### src/rtl/ltc25xx_pkg.sv
// ---------------------------------------------------------------------------
// ltc25xx_pkg
// Shared definitions for the LTC25xx oversampling SAR ADC behavioural model:
//   - state_e     : conversion FSM states
//   - MODE_NL     : no-latency output mode
//   - MODE_FILT   : averaged (filtered) output mode
//   - clamp_df()  : limits a requested averaging exponent to the supported max
// ---------------------------------------------------------------------------
package ltc25xx_pkg;

  typedef enum logic [0:0] {
    ST_IDLE = 1'b0,
    ST_CONV = 1'b1
  } state_e;

  localparam logic MODE_NL   = 1'b0;
  localparam logic MODE_FILT = 1'b1;

  // Requests above the supported maximum are treated as the maximum.
  function automatic int unsigned clamp_df(input int unsigned df,
                                           input int unsigned max_df);
    int unsigned res;
    if (df > max_df) begin
      res = max_df;
    end else begin
      res = df;
    end
    return res;
  endfunction

endpackage

### src/rtl/ltc25xx_adc_model_shift_out.sv
// ---------------------------------------------------------------------------
// ltc25xx_shift_out
// Serial output stage: holds the result word, shifts it out MSB-first on each
// detected sck edge and drives sdo from a register.
// Ports:
//   clk, rst  : clock and synchronous active-high reset
//   load      : load word/nbits this cycle (takes priority over sck_edge)
//   word      : left-justified result word
//   nbits     : number of valid bits to present on sdo
//   sck_edge  : one-cycle pulse per synchronised sck rising edge
//   sdo       : current output bit, 0 once all bits have been shifted out
// ---------------------------------------------------------------------------
module ltc25xx_shift_out
  import ltc25xx_pkg::*;
#(
  parameter int DATA_WIDTH = 32,
  parameter int NB_W       = $clog2(DATA_WIDTH + 1)
) (
  input  logic                  clk,
  input  logic                  rst,
  input  logic                  load,
  input  logic [DATA_WIDTH-1:0] word,
  input  logic [NB_W-1:0]       nbits,
  input  logic                  sck_edge,
  output logic                  sdo
);

  logic [DATA_WIDTH-1:0] sr_q, sr_d;
  logic [NB_W-1:0]       cnt_q, cnt_d;
  logic                  sdo_q, sdo_d;

  // Next-state logic for the shift register, remaining bit count and sdo.
  always_comb begin
    sr_d  = sr_q;
    cnt_d = cnt_q;
    sdo_d = sdo_q;
    if (load) begin
      // A load restarts the read even if one is in progress; a coincident
      // sck edge is dropped.
      sr_d  = word;
      cnt_d = nbits;
      if (nbits != {NB_W{1'b0}}) begin
        sdo_d = word[DATA_WIDTH-1];
      end else begin
        sdo_d = 1'b0;
      end
    end else if (sck_edge && (cnt_q != {NB_W{1'b0}})) begin
      sr_d  = {sr_q[DATA_WIDTH-2:0], 1'b0};
      cnt_d = cnt_q - NB_W'(1);
      // The bit following the MSB becomes visible unless this was the last.
      if (cnt_q > NB_W'(1)) begin
        sdo_d = sr_q[DATA_WIDTH-2];
      end else begin
        sdo_d = 1'b0;
      end
    end else begin
      sr_d  = sr_q;
      cnt_d = cnt_q;
      sdo_d = sdo_q;
    end
  end

  // Shift-out state registers.
  always_ff @(posedge clk) begin
    if (rst) begin
      sr_q  <= {DATA_WIDTH{1'b0}};
      cnt_q <= {NB_W{1'b0}};
      sdo_q <= 1'b0;
    end else begin
      sr_q  <= sr_d;
      cnt_q <= cnt_d;
      sdo_q <= sdo_d;
    end
  end

  assign sdo = sdo_q;

endmodule

### config.mk
export PLATFORM = sky130hd
export DESIGN_NAME = ltc25xx_shift_out
export DESIGN_NICKNAME = d
export VERILOG_FILES = /design/src/rtl/ltc25xx_pkg.sv /design/src/rtl/ltc25xx_adc_model_shift_out.sv
export SDC_FILE = /design/constraint.sdc
export NUM_CORES = 1
export LEC_CHECK = 0
export CAP_MARGIN = 20
export CELL_PAD_IN_SITES_DETAIL_PLACEMENT = 1
export CELL_PAD_IN_SITES_GLOBAL_PLACEMENT = 1
export CORE_AREA = 2 2 77 86
export CTS_CLUSTER_SIZE = 8
export DETAILED_ROUTE_END_ITERATION = 8
export DIE_AREA = 0 0 79 88
export PLACE_DENSITY_LB_ADDON = 0.1
export SYNTH_ARGS = -nofsm -noshare
export SYNTH_HDL_FRONTEND = slang
export SYNTH_SLANG_ARGS = --single-unit
### constraint.sdc
create_clock -name clk -period 1.41 [get_ports clk]
set_input_delay 0.282 -clock clk [delete_from_list [all_inputs] [get_ports clk]]
set_output_delay 0.282 -clock clk [all_outputs]
set_load 0.01 [all_outputs]
# After elaboration in Yosys (flattened, before gate mapping)
# Index checks and enable logic that the tools add are counted.
# word_totals
ff_bits	38
input_bits	42
elab_cells	17
# op_classes
n_addsub	1
magnitude_cmp	1
n_mux	8
n_reduce_logical	4
# op_table
op	n
31-bit 2-to-1 mux	2
6-bit 2-to-1 mux	2
6-bit nonzero test	2
6-bit by 1-bit > comparator with 1-bit output, second input constant	1
6-bit by 1-bit subtractor with 6-bit output, second input constant	1
1-bit 2-to-1 mux	4
2-bit nonzero test	1
1-bit logical AND	1

# Longest topological paths before layout
# Gate-level depths: netlist (run 1).
# depth
word_depth	4
ltp_mapped	7

# Worst setup path after synthesis (run 1)
# Ideal clock, no wire load.
# synth_path
kind	register to register
startpoint	register cnt_q[0]
endpoint	register sr_q[1]
arrival_time_ns	1.388
path_slack_ns	-0.116
stages_incl_launch_ff	8
path_buffers	2
cell_sequence	dfxtp_1 inv_1 ha_1 a31oi_2 buf_6 buf_12 mux2i_1 a211oi_2
# synth_via
elab_chain_len	3
# synth_rtl
element	line	text
start: declaration	ltc25xx_adc_model_shift_out.sv:29	logic [NB_W-1:0] cnt_q, cnt_d;
start signal: assignment	ltc25xx_adc_model_shift_out.sv:67	cnt_q <= {NB_W{1'b0}};
start signal: assignment	ltc25xx_adc_model_shift_out.sv:71	cnt_q <= cnt_d;
6-bit nonzero test	ltc25xx_adc_model_shift_out.sv:47	end else if (sck_edge && (cnt_q != {NB_W{1'b0}})) begin
1-bit logical AND	ltc25xx_adc_model_shift_out.sv:47	
2-bit nonzero test (no line)	-	
end signal: assignment	ltc25xx_adc_model_shift_out.sv:66	sr_q <= {DATA_WIDTH{1'b0}};
end signal: assignment	ltc25xx_adc_model_shift_out.sv:70	sr_q <= sr_d;
end: declaration	ltc25xx_adc_model_shift_out.sv:28	logic [DATA_WIDTH-1:0] sr_q, sr_d;
# Every way passes these cells.
# A chain may end at the register's enable or synchronous reset.

# Worst setup path after layout (run 1)
# layout_path
startpoint	register cnt_q[0]
endpoint	register sr_q[6]
# Same word-level chain as after synthesis.

==> results.yml, run 1 <==
outcome:
  outcome: "finished, violations left"
  violations: "negative setup slack"
logic_synthesis:
  yosys_warnings: 0
  synth.area.top_cells: "dfxtp_1, a2111oi_2, nor2_1"
  synth_area_um2: 2020
  yosysTopAreaCellShare: 0.376
  synthArstFlopShare: 0
  yosys.area.top_type: "dfxtp_1"
  synth-seq-cells: 38
  synth_fp_nets: 273
  synth_top_flop_cell: "dfxtp_1"
  ys_top_cells_by_count: "nor2_1, dfxtp_1, nor3_1"
  synthCells: 229
  yosysUniqueCellTypes: 29
  yosysSeqAreaShare: 0.376
  syn_avg_cell_area_um2: 8.83
  yosysMostFrequentCell: "nor2_1"
  synth_edf_count: 0
cts:
  clock_sinks: 38
  cts_buffer_depth: 2
  cts_tree: "built"
  htreeDepth: 2
  worstSkewPairLatency_ns: 0.29
  clkTransAtPathRegs_ns: 0.07
  cts_root_buffer: "clkbuf_8"
  cts_inserted_buffers: 5
drt:
  vias: 2048
  ant_nets: 0
  post_drt_wl_per_cell_um: 16.5
  drt-initial-drc-count: 74
  viasPerCell: 5.28
  drt_pass1_iterations: 4
  post-route-drc-count: 0
  finalWirelength_um: 6410
pwr:
  switching_share: 0.311
  clockPowerShare: 0.241
  seqPwrFrac: 0.392
  vdd_ir_drop_max_uv: 418
  p_total_uw: 3180
  p_switching_uw: 988
  p_leak_uw: 0.00124
  p_int_uw: 2190
  power_frac_comb: 0.366
  powerDensity_nw_per_um2: 913
sta:
  slew_violations: 0
  hold_viol_final: 0
  tns_ns: -3.10
  max_freq_mhz: 640
  setup_violations: 33
  setup_slack_ns: -0.152
  tightest_slew_ns: 0.407
  period_needed_ns: 1.56
  maxSlewHeadroom: 0.726
  period_share: 1.11
  rsz0062_at_grt: "true"
  skew_ns: 0.00614
cells_and_area:
  final-seq-area_um2: 763
  drive_above_1_share: 0.386
  final_area_um2: 3480
  final_cells: 388
  final_nets: 353
  syn_to_final_growth_pct: 71.9
  utilization: 0.572
  nFillCells: 666
  diodes: 0
  multiInputGateArea_um2: 1480
placed_design:
  placed_area_um2: 2710
  numPortBuffers: 42
  hpwlAfterDp_um: 3660
  gp_congestion: 0.791
  placedCellCount: 360
worst_setup_path:
  path_buf_inv: 3
  cp.required_ns: 1.60
  cp_max_fo: 6
  path_class: "flip-flop to flip-flop"
  worstPathArrival_ns: 1.75
  critPathCaptureType: "flip-flop"
  cpPeakStageDelay_ns: 0.34
  worstPathCellList: "inv_2 > ha_4 > a31oi_4 > buf_6 > buf_8 > nor3_4 > a2111oi_4"
  crit_family: "compound AO/OA/AOI/OAI gates"
  start_kind: "flip-flop"
  cp_slowest_cell: "dfxtp_2"
min_path:
  hp-class: "input pin to flip-flop"
die:
  die_w_um: 79
  die_h_um: 88
  io_pins: 43
  rows: 30
  core-area_um2: 6080
  die_area_um2: 6950
  start_util: 0.333
global_route:
  grt_pass1_wl_um: 10500
  grt_usage: 0.192
  grt.overflow.total: 0
  antenna_found_initial: 0
  grt_pass1_vias: 2137
  grt_max_degree: 30
run:
  max_cap_violations: 0
-- what timing repair did --
action	CTS	global route
hold buffers	0	0
setup endpoints to repair	34	38
gates resized for setup	47	25
setup buffers	15	5
pin swaps	19	14
gates cloned	3	2
-- layout make-up --
class / count / area share
multi-input combinational: 165 / 0.427
timing repair buffer: 95 / 0.297
sequential: 38 / 0.219
tap: 80 / 0.0288
clock buffer: 6 / 0.0237
inverter: 4 / 0.00432
-- power by group through the flow --
stage | combinational [uW] | sequential, uW | clock [uW]
CTS | 1060 | 1240 | 774
finish | 1160 | 1250 | 767
detailed placement | 761 | 1250 | 0
global route | 1250 | 1260 | 827
global placement | 751 | 1250 | 0
floorplan | 468 | 1250 | 0
-- state kept, by name (all words and copies together) (netlist names) --
signal / count
sr_q: 31
cnt_q: 6
sdo: 1
-- kinds of logic after synthesis --
kind of cell,synth area share
buf+inv,0.0730
xor+xnor,0.00433
fa+ha+maj,0.0124
flops,0.376
mux,0.0148
compound gates,0.270
simple gates,0.250
-- routing by layer --
layer,wire length (um),track usage,vias up
met3,181,0.0340,5
li1,-,-,992
met2,3320,0.341,34
met5,0,0,-
met4,48,0.0596,0
met1,2860,0.239,1017
-- stage by stage --
stage / hold WS [ns] / setup slack [ns]
floorplan: 0.427 / 0.00266
global route: 0.303 / -0.212
CTS: 0.278 / -0.133
detailed placement: 0.477 / -0.491
finish: 0.291 / -0.152
global placement: 0.483 / -0.445
-- layout by cell type (no fill, tap or decap), types with 3 or more instances in the layout --
cell / synthesis / final
a2111oi_2: 29 / 10
a2111oi_4: 0 / 19
a211oi_2: 2 / 4
buf_12: 1 / 4
buf_16: 0 / 3
buf_4: 1 / 28
buf_6: 3 / 10
buf_8: 0 / 6
clkbuf_8: 0 / 6
clkdlybuf4s50_1: 0 / 38
dfxtp_1: 38 / 36
mux2i_1: 3 / 3
nand2_1: 6 / 5
nand4_1: 3 / 3
nor2_1: 68 / 66
nor3_1: 34 / 22
nor3_2: 0 / 11
-- path summary, 6_finish.rpt --
path,start,endpoint,slack (ns),cells after the start
setup / recovery,cnt_q[0],sr_q[6],-0.15,7
hold / removal,rst,cnt_q[0],0.29,2
setup reg to reg,cnt_q[0],sr_q[6],-0.15,7
hold reg to reg,sr_q[0],sr_q[0],0.50,2
Note: power is estimated with default switching activity, not from simulation.
==> run 2, diff against run 1 <==
Settings changed: TNS_END_PERCENT set to 30.
==> run 2 against run 1 <==
Against the previous run:
- the flow still finishes with violations (negative setup slack)
- cell count fell by 1.8%
- sequential cell count did not move
- register-to-register slack improved by 0.02 ns
- sequential power barely moved
- utilization fell by 2.7 points
- worst hold slack barely moved
- first-iteration DRC count fell by 4.1%
- routed wire length fell by 6.9%
- worst setup slack improved by 0.021 ns
- power fell by 4.0%
- count of clock-buffer cells in the layout did not move
==> results.yml, run 2 (synthesis gave the netlist of run 1 again) <==
cts:
  cts_tree: "built"
  clock_sinks: 38
  cts_root_buffer: "clkbuf_8"
  cts_inserted_buffers: 5
  cts_buffer_depth: 2
  htreeDepth: 2
  clkTransAtPathRegs_ns: 0.07
  worstSkewPairLatency_ns: 0.29
drt:
  viasPerCell: 5.25
  post_drt_wl_per_cell_um: 15.7
  finalWirelength_um: 5970
  vias: 1999
  drt-initial-drc-count: 71
  drt_pass1_iterations: 4
  ant_nets: 0
  post-route-drc-count: 0
cells_and_area:
  drive_above_1_share: 0.342
  mostFrequentLayoutCell: "nor2_1"
  diodes: 0
  largest_reg_flops: 31
  top_register: "sr_q"
  final_nets: 346
  final_area_um2: 3310
  final_cells: 381
  syn_to_final_growth_pct: 63.8
  nFillCells: 691
  mostFrequentLayoutCells: "nor2_1, clkdlybuf4s50_1, dfxtp_1"
worst_setup_path:
  path_class: "flip-flop to flip-flop"
  cp_max_fo: 5
  critPathCaptureType: "flip-flop"
  cp.required_ns: 1.62
  crit_path_end: "cnt_q[1]"
  startpoint: "cnt_q[1]"
  start_kind: "flip-flop"
  reg2reg_from: "cnt_q[1]"
  worstPathArrival_ns: 1.75
  timing.rr.end: "cnt_q[1]"
  r2r_cells: 7
  ff2ff_setup_slack_ns: -0.13
pwr:
  p_leak_uw: 0.00117
  clockPowerShare: 0.247
  p_int_uw: 2120
  power_frac_comb: 0.346
  seqPwrFrac: 0.406
  switching_share: 0.305
  p_switching_uw: 931
  powerDensity_nw_per_um2: 920
  p_total_uw: 3050
  vdd_ir_drop_max_uv: 501
sta:
  maxSlewHeadroom: 0.730
  max_freq_mhz: 649
  tightest_slew_ns: 0.402
  setup_slack_ns: -0.131
  setup_violations: 30
  rsz0062_at_grt: "true"
  slew_violations: 0
  period_share: 1.09
  skew_ns: 0.00238
  hold_viol_final: 0
  tns_ns: -1.75
  period_needed_ns: 1.54
placed_design:
  placedCellCount: 360
  hpwlAfterDp_um: 3660
  pre_cts_slack_ns: -0.491
  placed_area_um2: 2710
  gp_congestion: 0.791
  numPortBuffers: 42
die:
  start_util: 0.333
  rows: 30
  io_pins: 43
  die_h_um: 88
  die_area_um2: 6950
  core-area_um2: 6080
  die_w_um: 79
min_path:
  hp-class: "input pin to flip-flop"
global_route:
  grt.overflow.total: 0
  grt_usage: 0.180
  antenna_found_initial: 0
  grt_pass1_vias: 2011
  grt_pass1_wl_um: 9850
  grt_max_degree: 30
outcome:
  violations: "negative setup slack"
  outcome: "finished, violations left"
run:
  max_cap_violations: 0
-- run 2: cell count changes in the layout (fill, tap and decap cells not counted), sizes merged --
cell    delta
buf        -6
clkbuf     -1
-- run 2: through the flow --
| stage | util | hold WS (ns) |
|---|---|---|
| floorplan | - | 0.427 |
| global placement | 0.445 | 0.483 |
| detailed placement | 0.445 | 0.477 |
| CTS | 0.519 | 0.278 |
| global route | 0.545 | 0.302 |
| finish | 0.545 | 0.290 |
-- run 2: cell type report --
cell class                      count  area (um2)  share of cell area
Tap cell                           80         100              0.0302
Clock buffer                        6        82.6              0.0249
Sequential cell                    38         763               0.230
Timing Repair Buffer               88         917               0.277
Inverter                            4        15.0             0.00453
Multi-Input combinational cell    165        1440               0.433
-- run 2: what timing repair did --
| item | CTS | global route |
|---|---|---|
| setup buffers | 12 | 2 |
| hold endpoints to repair | 0 | 0 |
| pin swaps | 26 | 10 |
| hold buffers | 0 | 0 |
| gates resized for setup | 33 | 23 |
| setup endpoints to repair | 34 | 38 |
| gates cloned | 2 | 1 |
-- run 2: how the worst min path moves through the flow --
stage	startpoint	to	slack, ns	depth (start not counted)
final	rst	cnt_q[0]	0.29	2
after global routing	rst	cnt_q[0]	0.30	2
after CTS	rst	cnt_q[0]	0.28	2
after detailed placement	sdo	sdo	0.48	2
after global placement	sr_q[0]	sr_q[0]	0.48	2
after floorplan	word[0]	sr_q[0]	0.43	2
-- run 2: metal layers --
| layer | vias up | global-route usage | wire (um) |
|---|---|---|---|
| li1 | 983 | - | - |
| met1 | 973 | 0.233 | 2670 |
| met2 | 37 | 0.298 | 3030 |
| met3 | 6 | 0.0299 | 202 |
| met4 | 0 | 0.0737 | 65 |
| met5 | - | 0 | 0 |
-- run 2: power by group through the flow --
stage	Sequential [uW]	Combinational (uW)	Clock (uW)
floorplan	1250	468	0
global placement	1250	751	0
detailed placement	1250	761	0
CTS	1230	981	774
global route	1250	1140	814
finish	1240	1060	754
-- run 2: critical path, cell delays in order, from the launching register on --
cell	delay, ns
dfxtp_2	0.33
inv_2	0.07
ha_4	0.15
a31oi_4	0.12
buf_12	0.16
buf_6	0.12
or4_1	0.40
o211ai_1	0.10
